===== src/rtl/pc_btb_stage.sv =====
// Fetch PC stage with a direct-mapped BTB and saturating direction counters.
// Resolves control flow from execute, redirects on misprediction and trains the BTB.
module pc_btb_stage #(
  parameter int                         ADDRESS_WIDTH = 32,
  parameter int                         DATA_WIDTH    = 32,
  parameter int                         ALU_INS_WIDTH = 5,
  parameter logic [ALU_INS_WIDTH-1:0]   ALU_JAL       = 5'b01110,
  parameter logic [ALU_INS_WIDTH-1:0]   ALU_JALR      = 5'b01111,
  parameter int                         BTB_DEPTH     = 16,
  parameter int                         COUNTER_WIDTH = 2,
  parameter logic [ADDRESS_WIDTH-1:0]   RESET_VECTOR  = 32'h0
) (
  input  logic                     CLK,
  input  logic                     RST,
  input  logic                     STALL_PROGRAME_COUNTER_STAGE,
  input  logic                     EX_VALID,
  input  logic                     BRANCH_INST,
  input  logic [ALU_INS_WIDTH-1:0] ALU_INSTRUCTION,
  input  logic                     BRANCH_TAKEN,
  input  logic [ADDRESS_WIDTH-1:0] PC_EXECUTION,
  input  logic [DATA_WIDTH-1:0]    RS1_DATA,
  input  logic [DATA_WIDTH-1:0]    IMM_INPUT,
  input  logic [ADDRESS_WIDTH-1:0] PC_DECODING,
  output logic [ADDRESS_WIDTH-1:0] PC,
  output logic                     PC_VALID,
  output logic                     PC_MISPREDICT_SELECT,
  output logic                     PC_PREDICTED_TAKEN
);

  localparam int IDX   = $clog2(BTB_DEPTH);
  localparam int TAG_W = ADDRESS_WIDTH - IDX - 2;
  localparam logic [COUNTER_WIDTH-1:0] CTR_MAX  = {COUNTER_WIDTH{1'b1}};
  localparam logic [COUNTER_WIDTH-1:0] CTR_WEAK = COUNTER_WIDTH'(1 << (COUNTER_WIDTH - 1));

  logic [ADDRESS_WIDTH-1:0] pc_q, pc_d;
  logic                     pc_valid_q;

  logic [BTB_DEPTH-1:0]     valid_q, valid_d;
  logic [TAG_W-1:0]         tag_q    [BTB_DEPTH];
  logic [TAG_W-1:0]         tag_d    [BTB_DEPTH];
  logic [ADDRESS_WIDTH-1:0] target_q [BTB_DEPTH];
  logic [ADDRESS_WIDTH-1:0] target_d [BTB_DEPTH];
  logic [COUNTER_WIDTH-1:0] ctr_q    [BTB_DEPTH];
  logic [COUNTER_WIDTH-1:0] ctr_d    [BTB_DEPTH];

  logic                     is_jal, is_jalr, is_cf, taken, mispredict;
  logic [ADDRESS_WIDTH-1:0] base, target_sum, target, resolved;
  logic [IDX-1:0]           idx_f, idx_x;
  logic [TAG_W-1:0]         tag_f, tag_x;
  logic                     hit_f, hit_x, predicted_taken;

  // Resolution of the instruction currently in execute.
  always_comb begin
    is_jal     = (ALU_INSTRUCTION == ALU_JAL);
    is_jalr    = (ALU_INSTRUCTION == ALU_JALR);
    base       = is_jalr ? ADDRESS_WIDTH'(RS1_DATA) : PC_EXECUTION;
    target_sum = base + ADDRESS_WIDTH'($signed(IMM_INPUT));
    target     = is_jalr ? {target_sum[ADDRESS_WIDTH-1:1], 1'b0} : target_sum;
    is_cf      = EX_VALID & (BRANCH_INST | is_jal | is_jalr);
    taken      = is_jal | is_jalr | (BRANCH_INST & BRANCH_TAKEN);
    resolved   = taken ? target : PC_EXECUTION + ADDRESS_WIDTH'(4);
    mispredict = is_cf & (resolved != PC_DECODING);
  end

  always_comb begin
    idx_f           = pc_q[IDX+1:2];
    tag_f           = pc_q[ADDRESS_WIDTH-1:IDX+2];
    hit_f           = valid_q[idx_f] & (tag_q[idx_f] == tag_f);
    predicted_taken = hit_f & ctr_q[idx_f][COUNTER_WIDTH-1];
    idx_x           = PC_EXECUTION[IDX+1:2];
    tag_x           = PC_EXECUTION[ADDRESS_WIDTH-1:IDX+2];
    hit_x           = valid_q[idx_x] & (tag_q[idx_x] == tag_x);
  end

  // A redirect wins over a stall so the flushed path is never refetched.
  always_comb begin
    if (mispredict)                        pc_d = resolved;
    else if (STALL_PROGRAME_COUNTER_STAGE) pc_d = pc_q;
    else if (predicted_taken)              pc_d = target_q[idx_f];
    else                                   pc_d = pc_q + ADDRESS_WIDTH'(4);
  end

  always_comb begin
    valid_d  = valid_q;
    tag_d    = tag_q;
    target_d = target_q;
    ctr_d    = ctr_q;
    if (is_cf) begin
      if (hit_x) begin
        if (taken) begin
          target_d[idx_x] = target;
          if (ctr_q[idx_x] != CTR_MAX) ctr_d[idx_x] = ctr_q[idx_x] + COUNTER_WIDTH'(1);
        end else if (ctr_q[idx_x] != '0) begin
          ctr_d[idx_x] = ctr_q[idx_x] - COUNTER_WIDTH'(1);
        end
      end else if (taken) begin
        valid_d[idx_x]  = 1'b1;
        tag_d[idx_x]    = tag_x;
        target_d[idx_x] = target;
        ctr_d[idx_x]    = (is_jal | is_jalr) ? CTR_MAX : CTR_WEAK;
      end
    end
  end

  always_ff @(posedge CLK) begin
    if (RST) begin
      pc_q       <= RESET_VECTOR;
      pc_valid_q <= 1'b0;
      valid_q    <= '0;
    end else begin
      pc_q       <= pc_d;
      pc_valid_q <= 1'b1;
      valid_q    <= valid_d;
      tag_q      <= tag_d;
      target_q   <= target_d;
      ctr_q      <= ctr_d;
    end
  end

  assign PC                   = pc_q;
  assign PC_VALID             = pc_valid_q;
  assign PC_MISPREDICT_SELECT = mispredict;
  assign PC_PREDICTED_TAKEN   = predicted_taken;

endmodule

===== config.mk =====
export PLATFORM = sky130hd
export DESIGN_NAME = pc_btb_stage
export DESIGN_NICKNAME = d
export VERILOG_FILES = /design/src/rtl/pc_btb_stage.sv
export SDC_FILE = /design/constraint.sdc
export NUM_CORES = 2
export LEC_CHECK = 0
export ABC_AREA = 1
export CORE_UTILIZATION = 35
export DETAILED_ROUTE_END_ITERATION = 8
export REMOVE_ABC_BUFFERS = 1
export SETUP_SLACK_MARGIN = 0.5
export SYNTH_ARGS = -nofsm -noshare
export SYNTH_HDL_FRONTEND = slang
export SYNTH_SLANG_ARGS = --single-unit

===== constraint.sdc =====
create_clock -name CLK -period 15.2 [get_ports CLK]
set_input_delay 2.28 -clock CLK [delete_from_list [all_inputs] [get_ports CLK]]
set_output_delay 2.28 -clock CLK [all_outputs]
set_load 0.01 [all_outputs]

Word-level counts from Yosys, hierarchy flattened:

Index checks and enable logic that the tools add are counted.

* add/subtract/negate cells: 5
* $lt $le $gt $ge: 6
* equality and inequality tests: 8
* muxes and demuxes: 45
* bitwise logic cells: 15
* reductions and logical operators: 9

Operators with widths (number)
* 512-bit bitwise mux: 1
* 416-bit bitwise mux: 1
* 32-bit 2-to-1 mux: 13
* 26-bit binary-select mux with 4-bit select: 2
* 26-bit 2-to-1 mux: 5
* 32-bit binary-select mux with 4-bit select: 1
* 32-bit demux with 4-bit select: 1
* 26-bit demux with 4-bit select: 1
* 32-bit bitwise mux: 3
* 32-bit by 3-bit adder with 32-bit output (second input constant): 2
* 26-bit == test: 2
* 32-bit adder: 1
* 32-bit != test: 1
* 2-bit binary-select mux with 4-bit select: 2
* 16-bit bitwise OR: 1
* 5-bit by 4-bit == test with 1-bit output (second input constant): 2
* 5-bit greater-or-equal comparator (second input constant): 2
* 4-bit by 5-bit < comparator with 1-bit output (second input constant): 2
* 2-bit 2-to-1 mux: 5
* 4-bit NOT with 5-bit output: 2
* 1-bit binary-select mux with 4-bit select: 2
* 2-bit demux with 4-bit select: 1
* 1-bit AND: 6
* 1-bit 2-to-1 mux: 6
* other kinds (15): 23

* register bits: 1009
* input port bits: 139
* output and inout bits: 35

Longest topological paths before layout:

* depth in word-level cells: 10
* gate-level depth with buffers: 34
* gate-level depth less buffers: 30

Least setup slack after synthesis:

Ideal clock, no wire load.

* kind: input -> output
* start: in PC_EXECUTION[2]
* end: out PC_MISPREDICT_SELECT
* data arrival time: 6070 ps
* setup slack: 6850 ps
* cell stages on the path: 26
* path buffers: 7
* path through: buf_4 inv_2 buf_2 clkbuf_1 buf_1 clkbuf_1 o21ai_0 ha_1 nand3_1 nand3_1 nand2_1 nand2_1 xor2_1 nand2_1 nand2_1 nand2_1 nand2_1 nand3_1 nor2_1 nand2_1 nor2_1 nand3_2 nand2_2 buf_6 buf_6 inv_1

* longest elaborated chain between the ends: 5

RTL lines
* start: declaration: line 20 `input logic [ADDRESS_WIDTH-1:0] PC_EXECUTION,`
* 32-bit 2-to-1 mux: line 56 `base = is_jalr ? ADDRESS_WIDTH'(RS1_DATA) : PC_EXECUTION;`
* 32-bit adder: line 57 `target_sum = base + ADDRESS_WIDTH'($signed(IMM_INPUT));`
* net target[8]: line 47 `logic [ADDRESS_WIDTH-1:0] base, target_sum, target, resolved;`
* 32-bit 2-to-1 mux: line 61 `resolved = taken ? target : PC_EXECUTION + ADDRESS_WIDTH'(4);`
* 32-bit != test: line 62 `mispredict = is_cf & (resolved != PC_DECODING);`
* 1-bit AND: line 62
* end: declaration: line 26 `output logic PC_MISPREDICT_SELECT,`

The timed path passes the listed nets, and every way through them passes these cells.

Worst setup path in the final report:

* start: in ALU_INSTRUCTION[1]
* end: out PC_MISPREDICT_SELECT

RTL lines
* start: declaration: line 18 `input logic [ALU_INS_WIDTH-1:0] ALU_INSTRUCTION,`
* 5-bit by 4-bit == test with 1-bit output: line 55 `is_jalr = (ALU_INSTRUCTION == ALU_JALR);`
* 32-bit 2-to-1 mux: line 56
* 32-bit adder: line 57
* net target[16]: line 47
* 32-bit 2-to-1 mux: line 61
* 32-bit != test: line 62
* 1-bit AND: line 62

The timed path passes the listed nets, and every way through them passes these cells.

==> impl_metrics.py <==
metrics = {
    "route": {
        "routed_wl_mm": 195,
        "avgRoutedWirePerCell_um": 25.0,
        "dr.pass1.iters": 8,
        "first_iter_violations": 5913,
        "detailroute.via_count": 43700,
        "detail-route-antenna-nets": 0,
        "drc": 0,
        "vias_per_cell": 5.60,
    },
    "flow_run": {
        "max-cap-violations": 0,
    },
    "timing": {
        "fmaxAchievable_mhz": 95.9,
        "tightestPinTransition_ns": 1.38,
        "timing.final.max_slew_violations": 0,
        "rsz0062_at_grt": "no",
        "final_period_minus_worst_setup_slack_ns": 10.43,
        "final_hold_vios": 0,
        "final_min_period_over_clock_period": 0.686,
        "setup_violations": 0,
        "fin_setup_tns_ns": 0,
        "slew-limit-headroom": 0.0793,
        "clock_skew_ns": 0.0326,
        "finalWorstSetupSlack_ns": 4.77,
    },
    "critical_path": {
        "timing.critical_path.to": "PC_MISPREDICT_SELECT",
        "cp_data_arrival_time_ns": 8.15,
        "worstPathMaxFanout": 58,
        "regToRegEndpoint": "PC[15]",
        "setup.worst_path.start": "ALU_INSTRUCTION[1]",
        "setup.worst_path.start_class": "input pin",
        "endpoint_kind": "output port",
        "data_required_critical_path_ns": 12.92,
        "r2r_cells": 22,
        "critical_path_class": "in2out",
        "r2r_setup_slack_ns": 8.99,
        "critical_r2r_launch": "PC[2]",
    },
    "cells_and_area": {
        "multi_input_area_um2": 18700,
        "final_design_area_no_fill_um2": 58700,
        "areaGrowthSynthToFinish_pct": 14.2,
        "register_area_um2": 29800,
        "fillCellCount": 14300,
        "final_layout_size_suffix_gt1_frac": 0.0590,
        "design.final.nets": 5975,
    },
    "global_route": {
        "antenna_found_initial": 5,
        "global_route_wire_length_before_repair_mm": 277,
        "grt_max_degree": 159,
        "overflow": 0,
        "vias_in_the_first_global_route": 39900,
        "grtUsageTotal": 0.257,
    },
    "die": {
        "fp.coreArea_um2": 146000,
        "initial_core_util": 0.353,
        "die_y_um": 385,
        "chipWidth_um": 385,
        "die_area_um2": 148000,
        "num_io_pins": 174,
        "core.rowCount": 140,
    },
    "power": {
        "worst_ir_drop_vdd_mv": 0.0806,
        "power_per_cell_area_nw_per_um2": 117,
        "leakage_nw": 21.4,
    },
    "yosys": {
        "ys_seq_elements": 1009,
        "synth_enable_flop_cells": 960,
        "synth_ff_type": "sky130_fd_sc_hd__edfxtp_1",
        "syn_area_um2": 51400,
        "async_reset_ff_frac": 0,
        "synth_area_per_cell_um2": 8.94,
        "postSynthCellCount": 5750,
        "seq_area_frac_synth": 0.580,
        "synth_top_area_share": 0.561,
        "yosys_warnings": 0,
        "synthDistinctLibCells": 50,
        "synth_top_cells_by_area": "sky130_fd_sc_hd__edfxtp_1 (56%), sky130_fd_sc_hd__nand2_1 (8.4%), sky130_fd_sc_hd__o21ai_0 (7.6%), sky130_fd_sc_hd__nor2_1 (6.5%), sky130_fd_sc_hd__inv_1 (3.2%)",
        "synth.largest_area_cell": "sky130_fd_sc_hd__edfxtp_1",
    },
    "placed_design": {
        "port_buffers": 173,
        "placed_area_um2": 55200,
        "hpwlAfterDp_mm": 123,
        "gp_routability_congestion": 0.993,
        "preCtsSetupSlack_ns": 4.89,
    },
    "cts": {
        "numCtsBuffers": 102,
        "clock_tree.root_cell": "sky130_fd_sc_hd__clkbuf_16",
        "post_cts_resized": 0,
        "insertion_delay_ns": 0.72,
        "cts_hold_repair.buffers": 0,
        "htreeDepth": 3,
        "postCtsSetupRepairBufs": 0,
        "cts-root-to-sink-buffers": 3,
        "tritoncts": "yes",
        "clock_transition_at_path_regs_ns": 0.06,
        "cts.sinks": 1009,
    },
    "min_path": {
        "worstHoldPathType": "reg2reg",
        "hold_path.startpoint": "valid_q[5]",
    },
    "status": {
        "status": "finished clean",
    },
}
==> worst min path at each step <==
stage                  endpoint  slack, ns  cells after the start
CTS                 valid_q[11]       0.47                      2
finish               valid_q[5]       0.48                      2
detailed placement  valid_q[11]       0.46                      2
global route         valid_q[3]       0.49                      2
global placement     valid_q[1]       0.46                      2
floorplan           valid_q[11]       0.44                      2
==> Yosys cell counts (2+ instances only) <==
cell type / count
sky130_fd_sc_hd__nand2_1: 1151
sky130_fd_sc_hd__edfxtp_1: 960
sky130_fd_sc_hd__nor2_1: 888
sky130_fd_sc_hd__o21ai_0: 779
sky130_fd_sc_hd__inv_1: 441
sky130_fd_sc_hd__nand3_1: 313
sky130_fd_sc_hd__a21oi_1: 297
sky130_fd_sc_hd__clkbuf_1: 164
sky130_fd_sc_hd__buf_2: 122
sky130_fd_sc_hd__o22ai_1: 94
sky130_fd_sc_hd__o21ai_1: 69
sky130_fd_sc_hd__xor2_1: 61
sky130_fd_sc_hd__o211ai_1: 57
sky130_fd_sc_hd__dfxtp_1: 49
sky130_fd_sc_hd__buf_1: 41
sky130_fd_sc_hd__ha_1: 38
sky130_fd_sc_hd__nand4_1: 33
sky130_fd_sc_hd__nor3_1: 29
sky130_fd_sc_hd__o221ai_1: 24
sky130_fd_sc_hd__a221oi_1: 19
sky130_fd_sc_hd__nand3b_1: 17
sky130_fd_sc_hd__a31oi_1: 16
sky130_fd_sc_hd__inv_2: 11
sky130_fd_sc_hd__buf_4: 9
sky130_fd_sc_hd__xnor2_1: 6
sky130_fd_sc_hd__o21bai_1: 5
sky130_fd_sc_hd__and2_1: 4
sky130_fd_sc_hd__buf_6: 4
sky130_fd_sc_hd__nand2_2: 4
sky130_fd_sc_hd__nor2_2: 4
sky130_fd_sc_hd__nor4_1: 4
sky130_fd_sc_hd__a22oi_1: 3
sky130_fd_sc_hd__a32o_1: 3
sky130_fd_sc_hd__nand3_2: 3
sky130_fd_sc_hd__nor3_2: 3
sky130_fd_sc_hd__nor3b_1: 3
sky130_fd_sc_hd__or2_2: 3
sky130_fd_sc_hd__and3_1: 2
sky130_fd_sc_hd__nor2_4: 2
sky130_fd_sc_hd__o31ai_1: 2
sky130_fd_sc_hd__or2_0: 2
sky130_fd_sc_hd__or2_1: 2
sky130_fd_sc_hd__or4_1: 2
==> metal layers <==
metal | GRT usage | routed length, µm | up-vias
met5 | 0 | 19 | -
met2 | 0.387 | 84500 | 2421
met4 | 0.115 | 8990 | 4
met1 | 0.352 | 79300 | 21100
li1 | - | - | 19800
met3 | 0.0592 | 22600 | 367
==> cells by family (layout without fill, tap and decap cells) <==
| kind of cell | Yosys count | in the layout | share of synthesized area |
|---|---|---|---|
| buffers and inverters | 793 | 924 | 0.0621 |
| adders and majority gates | 39 | 39 | 0.00963 |
| xor gates and xnor gates | 67 | 67 | 0.0114 |
| AOI/OAI and AO/OA | 1372 | 1372 | 0.143 |
| and+or+nand+nor | 2470 | 2470 | 0.194 |
| other | 0 | 1 | 0 |
| DFF | 1009 | 1009 | 0.580 |
==> cell usage in the layout, fill, tap and decap left out, types with 94 or more instances in the layout <==
cell type | synthesis | layout
sky130_fd_sc_hd__o21ai_0 | 779 | 779
sky130_fd_sc_hd__inv_1 | 441 | 439
sky130_fd_sc_hd__edfxtp_1 | 960 | 960
sky130_fd_sc_hd__nand2_1 | 1151 | 1150
sky130_fd_sc_hd__clkbuf_16 | 0 | 106
sky130_fd_sc_hd__clkdlybuf4s50_1 | 0 | 170
sky130_fd_sc_hd__buf_4 | 9 | 109
sky130_fd_sc_hd__o22ai_1 | 94 | 94
sky130_fd_sc_hd__nand3_1 | 313 | 313
sky130_fd_sc_hd__a21oi_1 | 297 | 296
sky130_fd_sc_hd__nor2_1 | 888 | 857
==> where the power goes <==
part	leakage, nW	internal (mW)	switching [mW]	total (mW)
clock	1.73	1.57	1.12	2.69
combinational	10.7	0.277	0.743	1.02
sequential	8.91	3.13	0.0282	3.15
==> layout make-up <==
cell class | instances | area share
timing repair buffer | 283 | 0.0438
clock buffer | 123 | 0.0471
tap | 1917 | 0.0408
sequential | 1009 | 0.508
multi-input combinational | 3948 | 0.318
inverter | 453 | 0.0292
antenna | 1 | 0.0000426
clock inverter | 65 | 0.0134
==> critical path, stage by stage <==
cell,delay [ns]
sky130_fd_sc_hd__clkdlybuf4s50_1,0.48
sky130_fd_sc_hd__nand2_1,0.06
sky130_fd_sc_hd__nor2_1,0.10
sky130_fd_sc_hd__nand2_1,0.34
sky130_fd_sc_hd__inv_2,0.80
sky130_fd_sc_hd__o21ai_0,0.18
sky130_fd_sc_hd__ha_1,0.28
sky130_fd_sc_hd__fa_1,0.47
sky130_fd_sc_hd__nand3_1,0.11
sky130_fd_sc_hd__nand3_1,0.15
sky130_fd_sc_hd__nand2_1,0.10
sky130_fd_sc_hd__nand2_1,0.13
sky130_fd_sc_hd__nand2_1,0.09
sky130_fd_sc_hd__nand2_1,0.06
sky130_fd_sc_hd__xor2_1,1.04
sky130_fd_sc_hd__nand2_1,0.16
sky130_fd_sc_hd__nand3_1,0.12
sky130_fd_sc_hd__nand2_1,0.06
sky130_fd_sc_hd__nor2_1,0.09
sky130_fd_sc_hd__nand2_1,0.06
sky130_fd_sc_hd__nor2_1,0.13
sky130_fd_sc_hd__nand3_2,0.13
sky130_fd_sc_hd__nand2_2,0.14
sky130_fd_sc_hd__inv_1,0.06
sky130_fd_sc_hd__clkdlybuf4s50_1,0.48
==> through the flow <==
step                      power, mW  utilization  hold WS, ns  std cells
after detailed placement       4.20        0.379        0.463       7610
after global placement         4.19        0.379        0.458       7610
after CTS                      6.86        0.403        0.473       7798
final                          6.86        0.403        0.479       7799
after global routing           7.07        0.403        0.493       7798
after floorplan                3.78            -        0.438       5410
==> registers in the layout, indices dropped and copies added (netlist names) <==
name,flops
PC,32
target_q,512
tag_q,416
ctr_q,32
PC_VALID,1
valid_q,16
No activity file was read; power rests on OpenSTA's default activity.
